**src/rtl/cla_pkg.sv**
```systemverilog
// rtl/cla_pkg.sv - shared constants, stage payload type and parameter check for cla_pipe_adder
package cla_pkg;

  // Operation select encoding on the sub input
  localparam logic OP_ADD = 1'b0;
  localparam logic OP_SUB = 1'b1;

  // Widest operand the stage payload can carry; unused upper bits stay zero
  // and are pruned as constant flops.
  localparam int MAX_WIDTH = 256;

  // Everything one beat carries between stages: the running carry, the sum
  // bits resolved so far and the operand bits still waiting to be resolved
  // (b already inverted for subtract).
  typedef struct packed {
    logic                 valid;
    logic                 carry;
    logic [MAX_WIDTH-1:0] sum;
    logic [MAX_WIDTH-1:0] a;
    logic [MAX_WIDTH-1:0] b;
    logic                 ovf;
  } stage_t;

  // Legal geometry: width splits evenly into stages of whole groups
  function automatic bit params_ok(input int width, input int group, input int stages);
    if (width <= 0 || group <= 0 || stages <= 0) return 1'b0;
    if (width > MAX_WIDTH) return 1'b0;
    return (width % (stages * group)) == 0;
  endfunction

endpackage

```
**src/rtl/cla_group.sv**
```systemverilog
// rtl/cla_group.sv - GROUP-bit carry-lookahead cell with group propagate/generate
module cla_group #(
  parameter int GROUP = 4
) (
  input  logic [GROUP-1:0] a,
  input  logic [GROUP-1:0] b,
  input  logic             c_in,
  output logic [GROUP-1:0] sum,
  output logic             P,
  output logic             G
);

  logic [GROUP-1:0] w_p;
  logic [GROUP-1:0] w_g;
  logic [GROUP-1:0] w_c;

  assign w_p = a ^ b;
  assign w_g = a & b;

  // Carry into each bit of the group from the bit-level P/G terms
  always_comb begin
    w_c    = '0;
    w_c[0] = c_in;
    for (int i = 1; i < GROUP; i++) begin
      w_c[i] = w_g[i-1] | (w_p[i-1] & w_c[i-1]);
    end
  end

  // Group generate: the group produces a carry on its own, independent of c_in
  always_comb begin
    G = 1'b0;
    for (int i = 0; i < GROUP; i++) begin
      G = w_g[i] | (w_p[i] & G);
    end
  end

  assign P   = &w_p;
  assign sum = w_p ^ w_c;

endmodule

```
**src/rtl/cla_pipe_adder.sv**
```systemverilog
// rtl/cla_pipe_adder.sv - pipelined carry-lookahead adder/subtractor with valid/ready stream
module cla_pipe_adder
  import cla_pkg::*;
#(
  parameter int WIDTH  = 64,
  parameter int GROUP  = 4,
  parameter int STAGES = 4
) (
  input  logic             clk,
  input  logic             rst,
  input  logic             in_valid,
  output logic             in_ready,
  input  logic [WIDTH-1:0] a,
  input  logic [WIDTH-1:0] b,
  input  logic             cin,
  input  logic             sub,
  output logic             out_valid,
  input  logic             out_ready,
  output logic [WIDTH-1:0] sum,
  output logic             cout,
  output logic             ovf
);

  localparam int SEG  = WIDTH / STAGES;
  localparam int NGRP = SEG / GROUP;
  localparam logic [MAX_WIDTH-1:0] ONE = MAX_WIDTH'(1);

  if (!params_ok(WIDTH, GROUP, STAGES)) begin : g_bad_params
    $error("cla_pipe_adder: WIDTH must be a multiple of STAGES*GROUP and at most MAX_WIDTH");
  end

  stage_t [STAGES-1:0] w_reg;
  stage_t              w_last;
  logic                w_unused;

  for (genvar k = 0; k < STAGES; k++) begin : g_stage
    // Operand bits below this mask have been consumed once this stage is done
    localparam logic [MAX_WIDTH-1:0] HI_MASK = ~((ONE << ((k + 1) * SEG)) - ONE);
    localparam bit IS_LAST = (k == STAGES - 1);

    stage_t          w_in;
    stage_t          w_nxt;
    stage_t          r_st;
    logic [SEG-1:0]  w_ss;
    logic [NGRP-1:0] w_p;
    logic [NGRP-1:0] w_g;
    logic [NGRP:0]   w_gc;

    if (k == 0) begin : g_head
      // Fresh beat: fold subtract into inverted b and inverted carry-in
      always_comb begin
        w_in              = '0;
        w_in.valid        = in_valid;
        w_in.carry        = cin ^ (sub == OP_SUB);
        w_in.a[WIDTH-1:0] = a;
        w_in.b[WIDTH-1:0] = (sub == OP_SUB) ? ~b : b;
      end
    end else begin : g_body
      assign w_in = w_reg[k-1];
    end

    for (genvar j = 0; j < NGRP; j++) begin : g_grp
      cla_group #(.GROUP(GROUP)) u_grp (
        .a    (w_in.a[k*SEG + j*GROUP +: GROUP]),
        .b    (w_in.b[k*SEG + j*GROUP +: GROUP]),
        .c_in (w_gc[j]),
        .sum  (w_ss[j*GROUP +: GROUP]),
        .P    (w_p[j]),
        .G    (w_g[j])
      );
    end

    // Second-level lookahead: every group carry of this segment from group P/G
    always_comb begin
      w_gc    = '0;
      w_gc[0] = w_in.carry;
      for (int j = 0; j < NGRP; j++) begin
        w_gc[j+1] = w_g[j] | (w_p[j] & w_gc[j]);
      end
    end

    // Payload for the next position; bubbles travel as all-zero payloads
    always_comb begin
      w_nxt = '0;
      if (w_in.valid) begin
        w_nxt                    = w_in;
        w_nxt.a                  = w_in.a & HI_MASK;
        w_nxt.b                  = w_in.b & HI_MASK;
        w_nxt.sum[k*SEG +: SEG]  = w_ss;
        w_nxt.carry              = w_gc[NGRP];
        if (IS_LAST) begin
          w_nxt.ovf = w_in.a[WIDTH-1] ^ w_in.b[WIDTH-1] ^ w_ss[SEG-1] ^ w_gc[NGRP];
        end
      end
    end

    // Stage register: flushed by reset, frozen by the global stall
    always_ff @(posedge clk) begin
      if (rst) begin
        r_st <= '0;
      end else if (in_ready) begin
        r_st <= w_nxt;
      end
    end

    assign w_reg[k] = r_st;
  end

  assign w_last    = w_reg[STAGES-1];
  assign out_valid = w_last.valid;
  assign in_ready  = !out_valid || out_ready;
  assign sum       = w_last.sum[WIDTH-1:0];
  assign cout      = w_last.carry;
  assign ovf       = w_last.ovf;

  // Last-stage operand fields are always empty by then
  assign w_unused = ^{w_last.a, w_last.b, w_last.sum};

endmodule

```
**config.mk**
```make
export PLATFORM = sky130hd
export DESIGN_NAME = cla_pipe_adder
export DESIGN_NICKNAME = d
export VERILOG_FILES = /design/src/rtl/cla_pkg.sv /design/src/rtl/cla_group.sv /design/src/rtl/cla_pipe_adder.sv
export SDC_FILE = /design/constraint.sdc
export NUM_CORES = 1
export LEC_CHECK = 0
export ABC_AREA = 1
export ABC_CLOCK_PERIOD_IN_PS = 8410
export CORE_UTILIZATION = 40
export DETAILED_ROUTE_END_ITERATION = 10
export DONT_BUFFER_PORTS = 1
export PLACE_DENSITY = 0.62
export SYNTH_ARGS = -nofsm -noshare
export SYNTH_HDL_FRONTEND = slang
export SYNTH_SLANG_ARGS = --single-unit
```
**constraint.sdc**
```tcl
create_clock -name clk -period 8.41 [get_ports clk]
set_input_delay 2.1025 -clock clk [delete_from_list [all_inputs] [get_ports clk]]
set_output_delay 2.1025 -clock clk [all_outputs]
set_load 0.02 [all_outputs]
```
; ---- Word-level counts from Yosys, hierarchy flattened
; Index checks and enable logic that the tools add are counted.
[totals]
ff_bits = 2379
in_bits = 134
[op_classes]
muxes = 5
bitwise_logic = 277
reduce_logical = 18
[op_table]
columns = op, n
row1 = 771-bit 2-to-1 mux, 4
row2 = 4-bit bitwise XOR, 32
row3 = 1-bit AND, 112
row4 = 1-bit OR, 112
row5 = 4-bit AND, 16
row6 = 64-bit 2-to-1 mux, 1
row7 = 64-bit inverter, 1
row8 = 4-bit AND reduction, 16
row9 = 1-bit bitwise XOR, 4
row10 = 1-bit logical NOT, 1
row11 = 1-bit logical OR, 1

; ---- Depth between registers and ports, before layout
; Gate-level depths: netlist (run 1).
[depth]
depth_word = 22
ltp_mapped = 20
mapped_depth_nobuf = 18

; ---- Hierarchy
; Synthesis (run 1) repeated with hierarchy kept, for this count alone.
[hier_totals]
cells_unflattened = 2069
area_unflattened_um2 = 16218.1
[modules_own_cells]
columns = mod, instances, cells_each, area_each_um2, seq_area_each_um2
row1 = cla_pipe_adder, 1, 1687, 13265.2, 7226.9
row2 = cla_group at g_stage[0].g_grp[3].u_grp ..., 12, 24, 186.4, 0.0
row3 = cla_group at g_stage[0].g_grp[0].u_grp ..., 3, 23, 177.7, 0.0
row4 = cla_group at g_stage[2].g_grp[0].u_grp, 1, 25, 182.7, 0.0

; ---- Least setup slack after synthesis (run 1)
; No wires, ideal clock.
[synth_path]
path_kind = input to register
from = input sub
to = register g_stage[0].r_st[527] in the netlist's numbering
setup_time_ns = 0.065
arrival_time_ns = 5.253
setup_slack_ns = 3.092
stages = 19
n_path_buf = 3
path_cell_list = buf_2 buf_4 buf_4 xor2_1 ha_1 nand2_1 nor2_1 a21oi_1 nand2_1 nand2_1 nand2_2 nand2_1 nand2_2 fa_1 fa_1 inv_1 fa_1 a2bb2oi_1 nor2_1
[synth_via]
elab_chain_cells = 19
[synth_rtl]
columns = item, line_no
row1 = from (decl), cla_pipe_adder.sv:16  ; input logic sub,
row2 = 64-bit 2-to-1 mux, cla_pipe_adder.sv:56  ; w_in.b[WIDTH-1:0] = (sub == OP_SUB) ? ~b : b;
row3 = 4-bit bitwise XOR or 4-bit AND (tied branches), "cla_group.sv:17, cla_group.sv:18"
row4 = 1-bit AND, cla_group.sv:33  ; G = w_g[i] | (w_p[i] & G);
row5 = 1-bit OR, cla_group.sv:33
row6 = 1-bit AND, cla_group.sv:33
row7 = 1-bit OR, cla_group.sv:33
row8 = 1-bit AND, cla_group.sv:33
row9 = 1-bit OR, cla_group.sv:33
row10 = [3 not listed], n/a
row11 = 1-bit AND, cla_pipe_adder.sv:78  ; w_gc[j+1] = w_g[j] | (w_p[j] & w_gc[j]);
row12 = 1-bit OR, cla_pipe_adder.sv:78
row13 = 1-bit AND, cla_group.sv:25  ; w_c[i] = w_g[i-1] | (w_p[i-1] & w_c[i-1]);
row14 = 1-bit OR, cla_group.sv:25
row15 = 1-bit AND, cla_group.sv:25
row16 = 1-bit OR, cla_group.sv:25
row17 = 4-bit bitwise XOR (*), cla_group.sv:38  ; assign sum = w_p ^ w_c;
row18 = 771-bit 2-to-1 mux (*), cla_pipe_adder.sv:85  ; if (w_in.valid) begin
row19 = to (signal assigned), cla_pipe_adder.sv:102  ; r_st <= w_nxt;
row20 = to (decl), cla_pipe_adder.sv:43  ; stage_t r_st;
; Mark *: on every way between the ends. The rest lies on a longest branch, timed or not.
; A chain may end at the register's enable or synchronous reset.

; ---- Worst setup path in the final report (run 1)
; Ends and elaborated chain as after synthesis.

==> summary.txt, run 1 <==
Detailed routing
  – Routed vias: ~12000
  – Routed wire length per instance: around 15 µm
  – Antenna Nets Post-Route: 0
  – Number of iterations in the first detailed-routing pass: 5
  – Residual DRC count: 0
  – Routed WL: roughly 36000 µm
  – Vias per cell: ~4.9
  – Drt initial violations: slightly below 600

Placement
  – Post-DP HPWL: between 20000 and 25000 µm
  – Placed Cells: around 2400
  – IO Port Bufs: 0
  – GP Congestion: between 0.7 and 0.8

Floorplan
  – Core Footprint: between 30000 and 40000 µm²
  – Die H: around 200 µm
  – Die Area: approximately 40000 µm²
  – Ports: 202
  – Initial Utilization: 0.407
  – DIE WIDTH: around 200 µm
  – Core Rows: 72

Logic synthesis
  – Area of the mapped netlist: between 15000 and 20000 µm²
  – Syn Inst Count: 1973
  – Cell taking the most area after synthesis: dfxtp_1
  – Post-synth top area share: 0.457
  – Syn_nets: roughly 2200
  – Avg Cell Area, Syn: between 8 and 9 µm²
  – Ys Warns: 0
  – Number of synthesized register bits: 361
  – Post-synth cell types: 22
  – Synth area leaders: dfxtp_1 (46%), nand2_1 (17%), a21oi_1 (11%), fa_1 (6.1%), ha_1 (5.1%)
  – Sequential share of the synthesized area: 0.457

Timing
  – Rel. slew slack: 0.231
  – Final Max Slew Viols: 0
  – Setup Skew: between 0.015 and 0.02 ns
  – Max Freq: 219 MHz
  – Final setup viols: 0
  – Period utilisation layout: 0.543
  – WHS: roughly 0.46 ns
  – RSZ-0062 raised after global routing: no
  – Post-route setup TNS: 0 ns
  – Hold Violations, Final: 0
  – Fin crit period: between 4 and 5 ns
  – Worst-margin pin slew: approximately 1.2 ns

Clocking
  – H-tree Lvls: 2
  – # hold bufs at CTS: 0
  – CTS buffer count: 41
  – CTS resizes: 0
  – TritonCTS clock tree: done
  – CTS clk-pin slew, worst paths: ~0.060 ns
  – # clock sinks: ~360
  – Setup Buffers After CTS: 0
  – Clk root buf: clkbuf_16
  – Maximum root-to-sink buffer count: 3
  – Clock insertion delay at the later pin of the skew report: between 0.5 and 0.6 ns

Worst setup path
  – Startpoint Class: input port
  – Crit path DAT: approximately 5 ns
  – Critical path type: input port to register
  – Crit end category: register
  – CP required: around 9 ns
  – CP max FO: 65
  – Flop-to-flop setup slack: about 5.4 ns

Global routing
  – Initial antenna violation count: 0
  – Total Routing Usage GR: 0.183
  – Vias in the first global route: between 10000 and 15000
  – Congestion Overflow GR: 0
  – First-pass GRT wire length: just over 60000 µm
  – Largest net degree at the start of global routing: 362

Layout
  – Leading cell type in the layout, fill and taps excluded: nand2_1
  – Syn-to-layout area delta: 9.13%
  – Final nets: 2144
  – # diodes: 0
  – Share of post-route cells with drive strength above 1: 0.0385
  – Most frequent cells in the layout: nand2_1 (720), dfxtp_1 (361), a21oi_1 (350), inv_1 (103), ha_1 (64)
  – Layout Cells excl Fill: 2441

Pwr
  – Peak supply drop: between 150 and 200 µV
  – Static leakage: about 6.1 nW
  – PwrDens: about 220 nW/µm²

Worst hold path
  – Worst min path class: register to register

Outcome
  – Outcome: finished, final reports clean

Flow run
  – # Max-Cap Violations: 0
-- worst max-delay path, stage by stage --
cell,delay (ns)
xnor2_1,0.26
inv_1,0.08
ha_1,0.32
a21oi_1,0.14
nand2_1,0.10
nand2_1,0.07
nand2_1,0.09
nand2_1,0.09
nand2_2,0.07
nand2_1,0.08
nand2_2,0.06
fa_1,0.41
fa_1,0.39
inv_1,0.08
fa_1,0.41
a2bb2oi_1,0.15
nor2_1,0.14
-- sequential cells by signal, indices dropped and copies added (netlist names) --
| name | flops |
|---|---|
| cout | 1 |
| g_stage.r_st | 294 |
| sum | 64 |
| ovf | 1 |
| out_valid | 1 |
-- cells in the mapped netlist --
library cell and n:
inv_1 103, inv_2 6, o21bai_1 2, xnor2_1 20, buf_1 2, nand4_1 2
nand2_1 720, nor2_1 52, xor2_1 61, ha_1 64, a21oi_1 350, a2bb2oi_1 37
o21a_1 1, dfxtp_1 361, buf_4 10, clkinv_1 2, buf_2 53, nand3_1 18
fa_1 48, nand2_2 2, clkbuf_1 58, nor2_2 1
-- worst paths after layout --
check / start / to / cells past startpoint
worst min-delay path: g_stage[0].r_st[33] / g_stage[1].r_st[33] / 2
worst max register to register: g_stage[2].r_st[52] / sum[62] / 15
worst min register to register: g_stage[0].r_st[33] / g_stage[1].r_st[33] / 2
worst max-delay path: sub / g_stage[0].r_st[527] / 17
-- power breakdown --
group | switching, mW | internal [mW]
clock | 0.696 | 1.03
sequential | 0.0239 | 1.75
combinational | 0.122 | 0.0874
total | 0.841 | 2.87
-- cells by family after synthesis --
group,share of synthesized area
XOR/XNOR,0.0449
flip-flops,0.457
adder cells (fa/ha/maj),0.112
AO/OA/AOI/OAI,0.133
AND/OR/NAND/NOR,0.191
buffers and inverters,0.0622
-- metrics by stage --
stage	instance area, µm²	worst slack [ns]	power (mW)	util
2_1_floorplan	15800	3.09	2.00	-
3_3_place_gp	15900	3.46	2.02	0.411
3_5_place_dp	15900	3.32	2.02	0.411
4_1_cts	17200	3.91	3.76	0.444
5_1_grt	17200	3.66	3.87	0.444
6_report	17200	3.84	3.71	0.444
-- area by class of cell --
| cell class | count | area [µm²] |
|---|---|---|
| multi-input cells | 1378 | 7600 |
| clock buffers | 60 | 1220 |
| clock inverters | 8 | 75.1 |
| flip-flops and latches | 361 | 7230 |
| inverters | 111 | 419 |
| well taps | 518 | 648 |
| repair buffers | 5 | 50.0 |
| fillers | 3923 | 21600 |
-- routing by layer --
metal | share of wire | track usage | routed length (µm) | vias to the layer above
li1 | - | - | - | 6132
met1 | 0.47 | 0.239 | 17100 | 5664
met2 | 0.46 | 0.302 | 16900 | 195
met3 | 0.039 | 0.0321 | 1430 | 58
met4 | 0.025 | 0.0652 | 924 | 0
met5 | 0 | 0 | 0 | -
(Power assumes the default switching activity.)
==> inputs of run 2 (changes only) <==
--- a/config.mk
+++ b/config.mk
@@ -6,11 +6,11 @@
 export NUM_CORES = 1
 export LEC_CHECK = 0
 export ABC_AREA = 1
-export ABC_CLOCK_PERIOD_IN_PS = 8410
+export ABC_CLOCK_PERIOD_IN_PS = 3890
 export CORE_UTILIZATION = 40
 export DETAILED_ROUTE_END_ITERATION = 10
 export DONT_BUFFER_PORTS = 1
-export PLACE_DENSITY = 0.62
+export PLACE_DENSITY = 0.64
 export SYNTH_ARGS = -nofsm -noshare
 export SYNTH_HDL_FRONTEND = slang
 export SYNTH_SLANG_ARGS = --single-unit
==> constraint.sdc (replaced) <==
create_clock -name clk -period 3.89 [get_ports clk]
set_input_delay 0.9725 -clock clk [delete_from_list [all_inputs] [get_ports clk]]
set_output_delay 0.9725 -clock clk [all_outputs]
set_load 0.02 [all_outputs]
==> run 2 against run 1 <==
Non-clock buffer count rose by 6; clock skew rose by 0.0061 ns; sequential share of layout area fell by 0.31 points; die area did not move; core utilization rose by 0.33 points; sequential cell count did not move; total power rose by 120%; worst hold slack got worse by 0.0014 ns; via count rose by 1.4%; sequential power rose by 120%; combinational power rose by 120%; critical path depth did not move; critical path type unchanged; largest power group unchanged.
==> summary.txt, run 2 (synthesis results as in run 1) <==
Worst setup path
  – CP bufs+invs: 2 (unchanged)
  – Worst path max stage delay: 0.41 ns (about the same)
  – CP max FO: 65 (unchanged)
  – Worst setup path start: sub (unchanged)
  – Slowest stage cell on the critical path: fa_2 (was fa_1)
  – Critical-path cell list: xnor2_1 -> inv_1 -> ha_1 -> nand2_1 -> nor2_1 -> a21oi_1 -> nand2_1 -> nand2_1 -> nand2_2 -> nand2_1 -> nand2_2 -> fa_2 -> fa_2 -> inv_2 -> fa_1 -> a2bb2oi_1 -> nor2_1 (was xnor2_1 -> inv_1 -> ha_1 -> a21oi_1 -> nand2_1 -> nand2_1 -> nand2_1 -> nand2_1 -> nand2_2 -> nand2_1 -> nand2_2 -> fa_1 -> fa_1 -> inv_1 -> fa_1 -> a2bb2oi_1 -> nor2_1)
  – Worst path top cell family by delay: adder cells (unchanged)
  – Reg-to-Reg Start: g_stage[2].r_st[308] (was g_stage[2].r_st[52])
  – Startpoint Class: input port (unchanged)
  – Crit end category: register (unchanged)
  – CP required: 4.38 ns (was 8.88 ns)
  – Critical path type: input port to register (unchanged)
  – Crit path DAT: 3.88 ns (was 5.04 ns)
  – Most common cell on crit path: nand2_1 (unchanged)

Clocking
  – Setup Buffers After CTS: 0 (unchanged)
  – TritonCTS clock tree: done (unchanged)
  – Clk root buf: clkbuf_16 (unchanged)
  – CTS buffer count: 41 (unchanged)
  – Clock insertion delay at the later pin of the skew report: 0.56 ns (about the same)
  – Maximum root-to-sink buffer count: 3 (unchanged)
  – H-tree Lvls: 2 (unchanged)
  – CTS resizes: 0 (unchanged)
  – # hold bufs at CTS: 0 (unchanged)
  – # clock sinks: 361 (unchanged)
  – CTS clk-pin slew, worst paths: 0.06 ns (about the same)

Timing
  – Post-route setup TNS: 0 ns (unchanged)
  – Rel. slew slack: 0.183 (was 0.231)
  – Final critical-path setup slack: 0.498 ns (was 3.84 ns)
  – RSZ-0062 raised after global routing: no (unchanged)
  – Max Freq: 295 MHz
  – Final setup viols: 0 (unchanged)
  – Setup Skew: 0.0234 ns (was 0.0173 ns)
  – Hold Violations, Final: 0 (unchanged)
  – Final Max Slew Viols: 0 (unchanged)
  – Period utilisation layout: 0.872
  – Fin crit period: roughly 3.4 ns
  – Worst-margin pin slew: 1.22 ns (was 1.15 ns)

Worst hold path
  – Worst min path class: register to register (unchanged)
  – HP Start: g_stage[1].r_st[308] (was g_stage[0].r_st[33])

Placement
  – GP Congestion: 0.840 (was 0.798)
  – Pre-CTS setup slack: -0.0657 ns (was 3.32 ns)
  – Post-DP HPWL: 23900 µm (was 23200 µm)
  – IO Port Bufs: 0 (unchanged)

Detailed routing
  – Number of iterations in the first detailed-routing pass: 5 (unchanged)
  – Routed WL: 37200 µm (was 36400 µm)
  – Vias per cell: 4.98 (was 4.94)
  – Residual DRC count: 0 (unchanged)
  – Routed vias: 12213 (was 12049)
  – Routed wire length per instance: 15.2 µm (was 14.9 µm)
  – Drt initial violations: 620 (was 597)
  – Antenna Nets Post-Route: 0 (unchanged)

Pwr
  – PwrDens: 467 nW/µm² (was 215 nW/µm²)
  – Peak supply drop: 322 µV (was 176 µV)
  – Static leakage: 6.18 nW (was 6.14 nW)

Layout
  – Leading cell type in the layout, fill and taps excluded: nand2_1 (unchanged)
  – Syn-to-layout area delta: 9.95% (was 9.13%)
  – Most frequent cells in the layout: nand2_1 (720), dfxtp_1 (361), a21oi_1 (350), inv_1 (102), ha_1 (64) (was nand2_1 (720), dfxtp_1 (361), a21oi_1 (350), inv_1 (103), ha_1 (64))
  – # diodes: 0 (unchanged)
  – Fillers: 3880 (was 3923)
  – Share of post-route cells with drive strength above 1: 0.0440 (was 0.0385)
  – Max reg flops: 294 (unchanged)
  – Largest Register: g_stage.r_st (unchanged)
  – Final nets: 2150 (was 2144)

Global routing
  – Congestion Overflow GR: 0 (unchanged)
  – Initial antenna violation count: 0 (unchanged)
  – Met3 Resource Use GR: 0.0409 (was 0.0321)
  – Total Routing Usage GR: 0.185 (was 0.183)
  – Met2 GRT Util: 0.304 (was 0.302)
  – Vias in the first global route: 11969 (was 11847)
  – First-pass GRT wire length: 61200 µm (was 60500 µm)
  – Largest net degree at the start of global routing: 362 (unchanged)
  – Met1 usage: 0.244 (was 0.239)
  – GR peak layer: met2 (unchanged)

Floorplan
  – DIE WIDTH: 201 µm (unchanged)
  – Ports: 202 (unchanged)
  – Die Area: 40300 µm² (unchanged)
  – Core Rows: 72 (unchanged)
  – Die H: 201 µm (unchanged)
  – Core Footprint: 38800 µm² (unchanged)
  – Initial Utilization: 0.407 (unchanged)

Flow run
  – # Max-Cap Violations: 0 (unchanged)

Outcome
  – Outcome: finished, final reports clean (unchanged)
-- run 2: worst paths after layout --
path,to,slack [ns],cells past startpoint
worst min-delay path,g_stage[2].r_st[308],0.46,2
worst max register to register,sum[63],0.86,16
worst max-delay path,g_stage[0].r_st[527],0.50,17
worst min register to register,g_stage[2].r_st[308],0.46,2
-- run 2: cell type report --
| cell class | instances | area, µm² | share of cell area |
|---|---|---|---|
| multi-input cells | 1378 | 7620 | 0.439 |
| flip-flops and latches | 361 | 7230 | 0.416 |
| clock buffers | 63 | 1210 | 0.0697 |
| well taps | 518 | 648 | 0.0373 |
| inverters | 111 | 418 | 0.0241 |
| repair buffers | 11 | 133 | 0.00764 |
| clock inverters | 10 | 111 | 0.00641 |
-- run 2: tightest hold or removal path, delay by kind of cell (launching register included) --
kind	cells	cell delay, ns
AO/OA/AOI/OAI	1	0.05
flip-flops	1	0.31
AND/OR/NAND/NOR	1	0.06
-- run 2: through the flow --
step / power (mW) / cell area, µm² / util / cells / hold WS [ns]
final: 8.10 / 17400 / 0.447 / 2452 / 0.455
after global routing: 8.43 / 17400 / 0.447 / 2452 / 0.469
after CTS: 8.21 / 17400 / 0.447 / 2452 / 0.457
after detailed placement: 4.39 / 16000 / 0.413 / 2379 / 0.450
after global placement: 4.37 / 16000 / 0.413 / 2379 / 0.447
after floorplan: 4.33 / 15800 / - / 1973 / 0.440
-- run 2: power breakdown --
group	leakage [nW]	switching (mW)	internal, mW
registers	2.93	0.0510	3.78
logic	2.61	0.268	0.196
clock network	0.638	1.53	2.28
-- run 2: routing by layer --
layer  share of wire  vias to the layer above
li1                -                     6140
met1            0.46                     5774
met2            0.47                      236
met3           0.051                       63
met4           0.020                        0
met5               0                        -
==> inputs of run 3 (changes only) <==
--- a/config.mk
+++ b/config.mk
@@ -11,6 +11,7 @@
 export DETAILED_ROUTE_END_ITERATION = 10
 export DONT_BUFFER_PORTS = 1
 export PLACE_DENSITY = 0.64
+export REMOVE_ABC_BUFFERS = 1
 export SYNTH_ARGS = -nofsm -noshare
 export SYNTH_HDL_FRONTEND = slang
 export SYNTH_SLANG_ARGS = --single-unit
==> run 3 against run 2 <==
Die area stayed put; sequential power hardly changed; first-iteration DRC count is 2.7% lower; sequential share of layout area hardly changed; non-clock buffer count stayed put; critical path depth stayed put; wire length is 5.7% lower; clock power hardly changed; register-to-register slack worse by 0.07 ns; critical path type unchanged.
==> summary.txt, run 3 (synthesis results as in run 1) <==
Worst setup path
  – Startpoint Class: input port (unchanged)
  – CP Capture Point: g_stage[0].r_st[527] (unchanged)
  – Reg-to-Reg Start: g_stage[1].r_st[290] (was g_stage[2].r_st[308])
  – Crit path DAT: 4.01 ns (was 3.88 ns)
  – Crit end category: register (unchanged)
  – CP max FO: 65 (unchanged)
  – Critical path type: input port to register (unchanged)
  – Worst setup path start: sub (unchanged)
  – CP required: 4.35 ns (was 4.38 ns)
  – FF-to-FF path depth: 18 (was 16)
  – Flop-to-flop setup slack: 0.79 ns (was 0.86 ns)
  – Worst reg2reg path endpoint: g_stage[2].r_st[560] (was sum[63])

Flow run
  – # Max-Cap Violations: 0 (unchanged)

Layout
  – Max reg flops: 294 (unchanged)
  – Most frequent cells in the layout: nand2_1 (720), dfxtp_1 (361), a21oi_1 (350), inv_1 (103), ha_1 (64) (was nand2_1 (720), dfxtp_1 (361), a21oi_1 (350), inv_1 (102), ha_1 (64))
  – Leading cell type in the layout, fill and taps excluded: nand2_1 (unchanged)
  – Final Instance Area: 17400 µm² (about the same)
  – Util after Layout: 0.447 (about the same)
  – Share of post-route cells with drive strength above 1: 0.0434 (was 0.0440)
  – # diodes: 0 (unchanged)
  – Syn-to-layout area delta: 9.85% (was 9.95%)
  – Final nets: 2150 (unchanged)
  – Largest Register: g_stage.r_st (unchanged)

Detailed routing
  – Residual DRC count: 0 (unchanged)
  – Number of iterations in the first detailed-routing pass: 5 (unchanged)
  – Routed vias: 12008 (was 12213)
  – Drt initial violations: 603 (was 620)
  – Routed WL: 35100 µm (was 37200 µm)
  – Vias per cell: 4.90 (was 4.98)
  – Antenna Nets Post-Route: 0 (unchanged)
  – Routed wire length per instance: 14.3 µm (was 15.2 µm)

Global routing
  – Largest net degree at the start of global routing: 362 (unchanged)
  – Initial antenna violation count: 0 (unchanged)
  – Vias in the first global route: 11653 (was 11969)
  – Congestion Overflow GR: 0 (unchanged)
  – First-pass GRT wire length: 58300 µm (was 61200 µm)
  – Total Routing Usage GR: 0.175 (was 0.185)

Timing
  – Max Freq: 282 MHz (was 295 MHz)
  – Fin crit period: 3.55 ns (was 3.39 ns)
  – Final setup viols: 0 (unchanged)
  – Hold Violations, Final: 0 (unchanged)
  – Rel. slew slack: 0.0739 (was 0.183)
  – Worst-margin pin slew: 1.39 ns (was 1.22 ns)
  – Period utilisation layout: 0.912 (was 0.872)
  – Setup Skew: 0.0147 ns (was 0.0234 ns)
  – Final Max Slew Viols: 0 (unchanged)
  – RSZ-0062 raised after global routing: no (unchanged)

Pwr
  – PwrDens: 466 nW/µm² (was 467 nW/µm²)
  – Static leakage: 6.20 nW (was 6.18 nW)
  – Peak supply drop: 329 µV (was 322 µV)
  – Tot Pwr: 8.09 mW (was 8.10 mW)

Worst hold path
  – Worst min path class: register to register (unchanged)

Clocking
  – CTS buffer count: 41 (unchanged)
  – CTS resizes: 0 (unchanged)
  – Setup Buffers After CTS: 0 (unchanged)
  – Maximum root-to-sink buffer count: 3 (unchanged)
  – CTS clk-pin slew, worst paths: 0.06 ns (about the same)
  – Clock insertion delay at the later pin of the skew report: 0.55 ns (was 0.56 ns)
  – Clk root buf: clkbuf_16 (unchanged)
  – H-tree Lvls: 2 (unchanged)
  – # hold bufs at CTS: 0 (unchanged)
  – TritonCTS clock tree: done (unchanged)
  – # clock sinks: 361 (unchanged)

Floorplan
  – Core Rows: 72 (unchanged)
  – Ports: 202 (unchanged)
  – DIE WIDTH: 201 µm (unchanged)
  – Core Footprint: 38800 µm² (unchanged)
  – Die Area: 40300 µm² (unchanged)
  – Die H: 201 µm (unchanged)
  – Initial Utilization: 0.407 (unchanged)

Outcome
  – Outcome: finished, final reports clean (unchanged)

Placement
  – IO Port Bufs: 0 (unchanged)
  – GP Congestion: 0.846 (was 0.840)
  – Post-DP HPWL: 21400 µm (was 23900 µm)
  – DP Area: 16000 µm² (about the same)
## run 3: cell count changes in the layout (fill, tap and decap cells not counted), moves of 2 or more
cell,change
xor2_2,-2
clkbuf_1,-3
xor2_1,+2
clkinv_2,+3
clkinvlp_4,-3
inv_2,-2
fa_1,+2
clkbuf_8,+4
fa_2,-2
## run 3: routing by layer
layer,global-route usage,up-vias,routed length (µm)
met3,0.0450,53,1740
met5,0,-,0
met1,0.219,5610,15900
met4,0.0526,0,781
met2,0.294,202,16700
li1,-,6143,-
## run 3: report_power, final
part	internal [mW]	total (mW)	switching [mW]
Clock	2.28	3.80	1.51
Combinational	0.194	0.460	0.266
Sequential	3.78	3.83	0.0478
Total	6.26	8.09	1.83
## run 3: through the flow
| stage | cells | hold WS, ns | TNS, ns | setup WS [ns] |
|---|---|---|---|---|
| 2_1_floorplan | 1850 | 0.435 | -2238.39 | -8.67 |
| 3_5_place_dp | 2379 | 0.448 | -0.181 | -0.176 |
| 3_3_place_gp | 2379 | 0.442 | -0.0141 | -0.0141 |
| 6_report | 2453 | 0.458 | 0 | 0.343 |
| 5_1_grt | 2453 | 0.471 | 0 | 0.145 |
| 4_1_cts | 2453 | 0.456 | 0 | 0.412 |
## run 3: critical path: stages
cell	delay, ns
xnor2_1	0.23
inv_1	0.07
ha_1	0.31
a21oi_1	0.18
nand2_1	0.09
nand2_1	0.07
nand2_1	0.13
nand2_1	0.11
nand2_2	0.08
nand2_1	0.09
nand2_2	0.07
fa_1	0.41
fa_1	0.39
inv_1	0.09
fa_1	0.42
a2bb2oi_1	0.15
nor2_1	0.11
## run 3: area by class of cell
class,count,area (µm²)
clock buffers,64,1250
clock inverters,10,82.6
fillers,3893,21500
inverters,111,420
multi-input cells,1378,7600
flip-flops and latches,361,7230
well taps,518,648
repair buffers,11,120
## run 3: worst min path at each step
stage	start	endpoint	slack, ns	cells past startpoint
2_1_floorplan	g_stage[0].r_st[289]	g_stage[1].r_st[289]	0.43	2
3_3_place_gp	g_stage[1].r_st[514]	g_stage[2].r_st[514]	0.44	2
3_5_place_dp	g_stage[1].r_st[515]	g_stage[2].r_st[515]	0.45	2
4_1_cts	g_stage[1].r_st[515]	g_stage[2].r_st[515]	0.46	2
5_1_grt	g_stage[2].r_st[517]	sum[4]	0.47	2
6_report	g_stage[0].r_st[300]	g_stage[1].r_st[300]	0.46	2
